<file path="src/rtl/lcd_pkg.sv">
// Definitions shared by the FIFO write-side blocks: arbiter state encoding,
// default word width and an index-width helper.
package lcd_pkg;

    localparam int LCD_WIDTH = 8;

    typedef enum logic {
        ARB_IDLE  = 1'b0,
        ARB_BURST = 1'b1
    } arb_state_e;

    // Bits needed to index n requesters; never narrower than one bit.
    function automatic int arb_idx_w(input int n);
        return (n > 1) ? $clog2(n) : 1;
    endfunction

endpackage

</file>
<file path="src/rtl/rr_pick.sv">
// Combinational round-robin picker: the first requester with req set, searching
// upward from the one after rr_last_i and wrapping modulo NREQ.
module rr_pick
    import lcd_pkg::*;
#(
    parameter int NREQ = 2,
    parameter int IDXW = arb_idx_w(NREQ)
) (
    input  logic [NREQ-1:0] req_i,
    input  logic [IDXW-1:0] rr_last_i,
    output logic [NREQ-1:0] gnt_o,
    output logic [IDXW-1:0] idx_o,
    output logic            vld_o
);

    logic [IDXW-1:0] cand;
    logic            found;

    always_comb begin
        gnt_o = '0;
        idx_o = '0;
        found = 1'b0;
        cand  = '0;
        // rr_last itself is visited last, so the previous owner has lowest priority.
        for (int k = 1; k <= NREQ; k++) begin
            cand = IDXW'((int'(rr_last_i) + k) % NREQ);
            if (!found && req_i[cand]) begin
                found       = 1'b1;
                gnt_o[cand] = 1'b1;
                idx_o       = cand;
            end
        end
        vld_o = found;
    end

endmodule

</file>
<file path="src/rtl/fifo_wr_arbiter.sv">
// Shares the FIFO write port among NREQ requesters with packet-granular
// round-robin arbitration and a burst-length watchdog.
module fifo_wr_arbiter
    import lcd_pkg::*;
#(
    parameter int WIDTH     = LCD_WIDTH,
    parameter int NREQ      = 2,
    parameter int MAX_BURST = 16
) (
    input  logic                  clk,
    input  logic                  rst,
    input  logic [NREQ-1:0]       req,
    input  logic [NREQ*WIDTH-1:0] req_data,
    input  logic [NREQ-1:0]       req_last,
    output logic [NREQ-1:0]       ack,
    output logic [NREQ-1:0]       grant,
    input  logic                  fifo_full,
    output logic                  fifo_write_en,
    output logic [WIDTH-1:0]      fifo_write_data,
    output logic                  busy,
    output logic                  burst_err
);

    localparam int IDXW = arb_idx_w(NREQ);
    localparam int CW   = $clog2(MAX_BURST + 1);

    arb_state_e               state_q;
    logic [NREQ-1:0]          grant_q;
    logic [IDXW-1:0]          owner_q;
    logic [IDXW-1:0]          rr_last_q;
    logic [CW-1:0]            cnt_q;
    logic [CW-1:0]            cnt_d;
    logic                     busy_q;
    logic                     burst_err_q;

    logic [NREQ-1:0]          pick_gnt;
    logic [IDXW-1:0]          pick_idx;
    logic                     pick_vld;

    logic [NREQ-1:0][WIDTH-1:0] data_arr;
    logic                     owner_req;
    logic                     owner_last;
    logic                     xfer;
    logic                     hit_max;

    rr_pick #(
        .NREQ (NREQ),
        .IDXW (IDXW)
    ) u_pick (
        .req_i     (req),
        .rr_last_i (rr_last_q),
        .gnt_o     (pick_gnt),
        .idx_o     (pick_idx),
        .vld_o     (pick_vld)
    );

    assign data_arr   = req_data;
    assign owner_req  = req[owner_q];
    assign owner_last = req_last[owner_q];

    // Reset gates the strobe so a half-written packet cannot grow during reset.
    assign xfer    = (state_q == ARB_BURST) && owner_req && !fifo_full && !rst;
    assign cnt_d   = cnt_q + CW'(1);
    assign hit_max = (cnt_d == CW'(MAX_BURST));

    assign fifo_write_en   = xfer;
    assign fifo_write_data = data_arr[owner_q];
    assign ack             = xfer ? grant_q : '0;
    assign grant           = grant_q;
    assign busy            = busy_q;
    assign burst_err       = burst_err_q;

    always_ff @(posedge clk) begin
        if (rst) begin
            state_q     <= ARB_IDLE;
            grant_q     <= '0;
            owner_q     <= '0;
            rr_last_q   <= IDXW'(NREQ - 1);
            cnt_q       <= '0;
            busy_q      <= 1'b0;
            burst_err_q <= 1'b0;
        end else begin
            case (state_q)
                ARB_IDLE: begin
                    if (pick_vld) begin
                        state_q <= ARB_BURST;
                        grant_q <= pick_gnt;
                        owner_q <= pick_idx;
                        cnt_q   <= '0;
                        busy_q  <= 1'b1;
                    end
                end
                ARB_BURST: begin
                    if (xfer) begin
                        if (owner_last || hit_max) begin
                            state_q   <= ARB_IDLE;
                            grant_q   <= '0;
                            rr_last_q <= owner_q;
                            cnt_q     <= '0;
                            busy_q    <= 1'b0;
                            // A genuine last on the final permitted word is not an error.
                            if (!owner_last) burst_err_q <= 1'b1;
                        end else begin
                            cnt_q <= cnt_d;
                        end
                    end
                end
            endcase
        end
    end

endmodule

</file>
<file path="config.mk">
export PLATFORM = sky130hd
export DESIGN_NAME = fifo_wr_arbiter
export DESIGN_NICKNAME = d
export VERILOG_FILES = /design/src/rtl/lcd_pkg.sv /design/src/rtl/rr_pick.sv /design/src/rtl/fifo_wr_arbiter.sv
export SDC_FILE = /design/constraint.sdc
export NUM_CORES = 1
export LEC_CHECK = 0
export ABC_AREA = 0
export CAP_MARGIN = 10
export CORE_MARGIN = 2
export CORE_UTILIZATION = 44
export DETAILED_ROUTE_END_ITERATION = 7
export PLACE_DENSITY_LB_ADDON = 0.3
export REMOVE_ABC_BUFFERS = 1
export SYNTH_ARGS = -nofsm -noshare
export SYNTH_HDL_FRONTEND = slang
export SYNTH_SLANG_ARGS = --single-unit
</file>
<file path="constraint.sdc">
create_clock -name clk -period 3.8 [get_ports clk]
set_clock_uncertainty 0.1 [all_clocks]
set_input_delay 0.76 -clock clk [delete_from_list [all_inputs] [get_ports clk]]
set_output_delay 0.76 -clock clk [all_outputs]
set_load 0.03 [all_outputs]
</file>
==> flow_metrics.py <==
metrics = {
    "outcome": {
        "status": "completed",
    },
    "critical_path": {
        "crit_type": "in2out",
        "worstSetupEndpointType": "output pin",
        "startpoint_type": "primary input",
        "crit_chain": "clkdlybuf4s50_1 -> or3b_1 -> nor2_1 -> and2_1 -> clkdlybuf4s50_1",
        "cp_common_cell": "clkdlybuf4s50_1",
        "r2r_start": "owner_q",
        "path_max_fanout": 4,
        "slowest_stage": "clkdlybuf4s50_1",
        "critPathMaxStageDelay_ns": 0.66,
        "crit_buf_inv": 2,
        "critical-path-top-delay-family": "buffers and inverters",
        "reg2reg_depth": 5,
        "critPathRequiredTime_ns": 2.94,
        "regToRegSetupSlack_ns": 1.91,
        "timing.rr.end": "cnt_q[4]",
        "cp.arrival_ns": 2.62,
    },
    "layout": {
        "regArea_um2": 240,
        "multi_input_area_um2": 586,
        "area_growth_pct": 48.8,
        "num-fill-cells": 152,
        "drive_gt1_frac": 0.191,
        "final_cell_area_um2": 1290,
        "nNetsFinal": 157,
        "final_cell_count_no_fill": 158,
        "diodes": 0,
    },
    "clock_network": {
        "hold_buffers": 0,
        "cts_tree": "built",
        "post_cts_buffers": 0,
        "clock_latency_ns": 0.28,
        "root_buffer": "clkbuf_4",
        "cts_max_path_buffers": 2,
        "numCtsBuffers": 3,
        "cts_num_sinks": 12,
        "clk_pin_slew_worst_paths_ns": 0.07,
        "htree_levels": 1,
        "cts.repair.resized": 0,
    },
    "route": {
        "wl_met3_um": 119,
        "vias_per_cell": 5.41,
        "met1_length_um": 1050,
        "drt_pass1_iterations": 4,
        "drcViolationCount": 0,
        "drt-total-wl_um": 2250,
        "routed-wl-met2_um": 1060,
        "vias": 854,
        "drtAntennaViolNets": 0,
        "drtIter0Drc": 16,
        "highest_layer": "met4",
        "routedWlPerCell_um": 14.3,
    },
    "power": {
        "total_power_mw": 0.328,
        "cellLeakagePower_nw": 0.473,
        "vdd_ir_drop_max_uv": 190,
        "p_per_area_nw_per_um2": 255,
    },
    "floorplanning": {
        "start_util": 0.455,
        "core_um2": 1900,
        "die-area_um2": 2340,
        "io_pins": 38,
        "die_y_um": 48.3,
        "rows": 16,
        "die_w_um": 48.3,
    },
    "synthesis": {
        "syn-cell-area_um2": 865,
        "synth-edff-count": 0,
        "ys_ff_latch": 12,
        "yosys_warnings": 0,
        "ys_types": 45,
        "syn_inst": 92,
        "synth.yosys.seq_area_share": 0.278,
        "postSynthAreaPerCell_um2": 9.40,
        "async_flop_share": 0,
        "yosys_most_used_dff": "dfxtp_1",
    },
    "place": {
        "dpl-instance-area_um2": 1260,
        "dp.cells": 155,
        "gp_congestion": 0.837,
        "port_buffers": 37,
        "hpwl_um": 1790,
    },
    "sta": {
        "hold_violations": 0,
        "finalSetupTns_ns": 0,
        "rsz0062_at_grt": "false",
        "finalCritPeriodShare": 0.915,
        "finalSetupViolCount": 0,
        "max_slew_margin": 0.698,
        "clock.fmax_mhz": 287,
        "maxSlewViolCount": 0,
        "worst_pin_slew_ns": 0.450,
        "fin_crit_ns": 3.48,
        "worst_hold_slack_ns": 0.377,
    },
    "global_route": {
        "grt_pass1_vias": 809,
        "grt_pass1_wl_um": 3870,
        "track_usage": 0.209,
        "grt_max_degree": 13,
        "antenna_found_initial": 0,
        "overflow": 0,
    },
    "worst_hold_path": {
        "min_path_type": "reg2reg",
        "min_to": "burst_err",
        "worstHoldPathCells": 1,
        "hold_start": "burst_err",
    },
    "job": {
        "drv_cap": 0,
    },
}
## power by group
part	leakage (nW)	internal (mW)	switching, mW
combinational	0.361	0.0590	0.0530
clock	0.0138	0.0368	0.0427
sequential	0.0980	0.130	0.00592
## cells in the final DEF (no fill, tap or decap), types with 3 or more instances in the layout
cell type	n
a21oi_1	6
clkbuf_4	3
nor2_1	3
inv_1	5
dfxtp_1	12
clkdlybuf4s50_1	37
nand2_1	4
mux2_2	9
o31ai_1	3
a211oi_1	3
nand2b_1	3
nor3_1	3
## cell usage after synthesis, drive strengths merged (3+ instances only)
cell type	number	area, um2
nor2	4	22.5
mux2	9	101
dfxtp	12	240
nand2b	3	18.8
a211oi	4	42.5
o31ai	3	22.5
nor3	3	15.0
inv	5	18.8
nand2	5	21.3
a21oi	6	30.0
## kinds of logic (layout without fill, tap and decap cells)
kind of cell,after synthesis,count (layout),synth area share
compound gates,30,30,0.284
simple gates,30,30,0.224
flops,12,12,0.278
mux,11,11,0.155
buf+inv,8,47,0.0449
fa+ha+maj,1,1,0.0145
## worst max-delay path by stage
| stage | start | to | slack (ns) | cells after the start |
|---|---|---|---|---|
| 2_1_floorplan | fifo_full | ack[0] | 0.93 | 3 |
| 3_3_place_gp | fifo_full | ack[0] | 0.33 | 5 |
| 3_5_place_dp | fifo_full | ack[0] | 0.33 | 5 |
| 4_1_cts | fifo_full | ack[0] | 0.32 | 5 |
| 5_1_grt | fifo_full | ack[0] | 0.27 | 5 |
| 6_report | fifo_full | ack[0] | 0.32 | 5 |
## registers in the layout, indices dropped and copies added, names as in the netlist
register   count
burst_err      1
busy           1
cnt_q          5
grant          2
owner_q        1
rr_last_q      1
state_q        1
## routing by layer
metal,global-route usage,up-vias
met5,0,-
met4,0.0571,0
met3,0.0525,4
met2,0.338,23
met1,0.280,398
li1,-,429
## through the flow
| stage | utilization | setup slack [ns] |
|---|---|---|
| global placement | 0.664 | 0.334 |
| CTS | 0.676 | 0.322 |
| finish | 0.676 | 0.321 |
| detailed placement | 0.664 | 0.331 |
| global route | 0.676 | 0.271 |
| floorplan | - | 0.934 |
## layout make-up
| type | count | area share |
|---|---|---|
| inverters | 5 | 0.0146 |
| clock buffers | 3 | 0.0175 |
| well taps | 27 | 0.0263 |
| flip-flops and latches | 12 | 0.187 |
| repair buffers | 39 | 0.300 |
| multi-input cells | 72 | 0.455 |
Note: power is estimated with default switching activity, not from simulation.
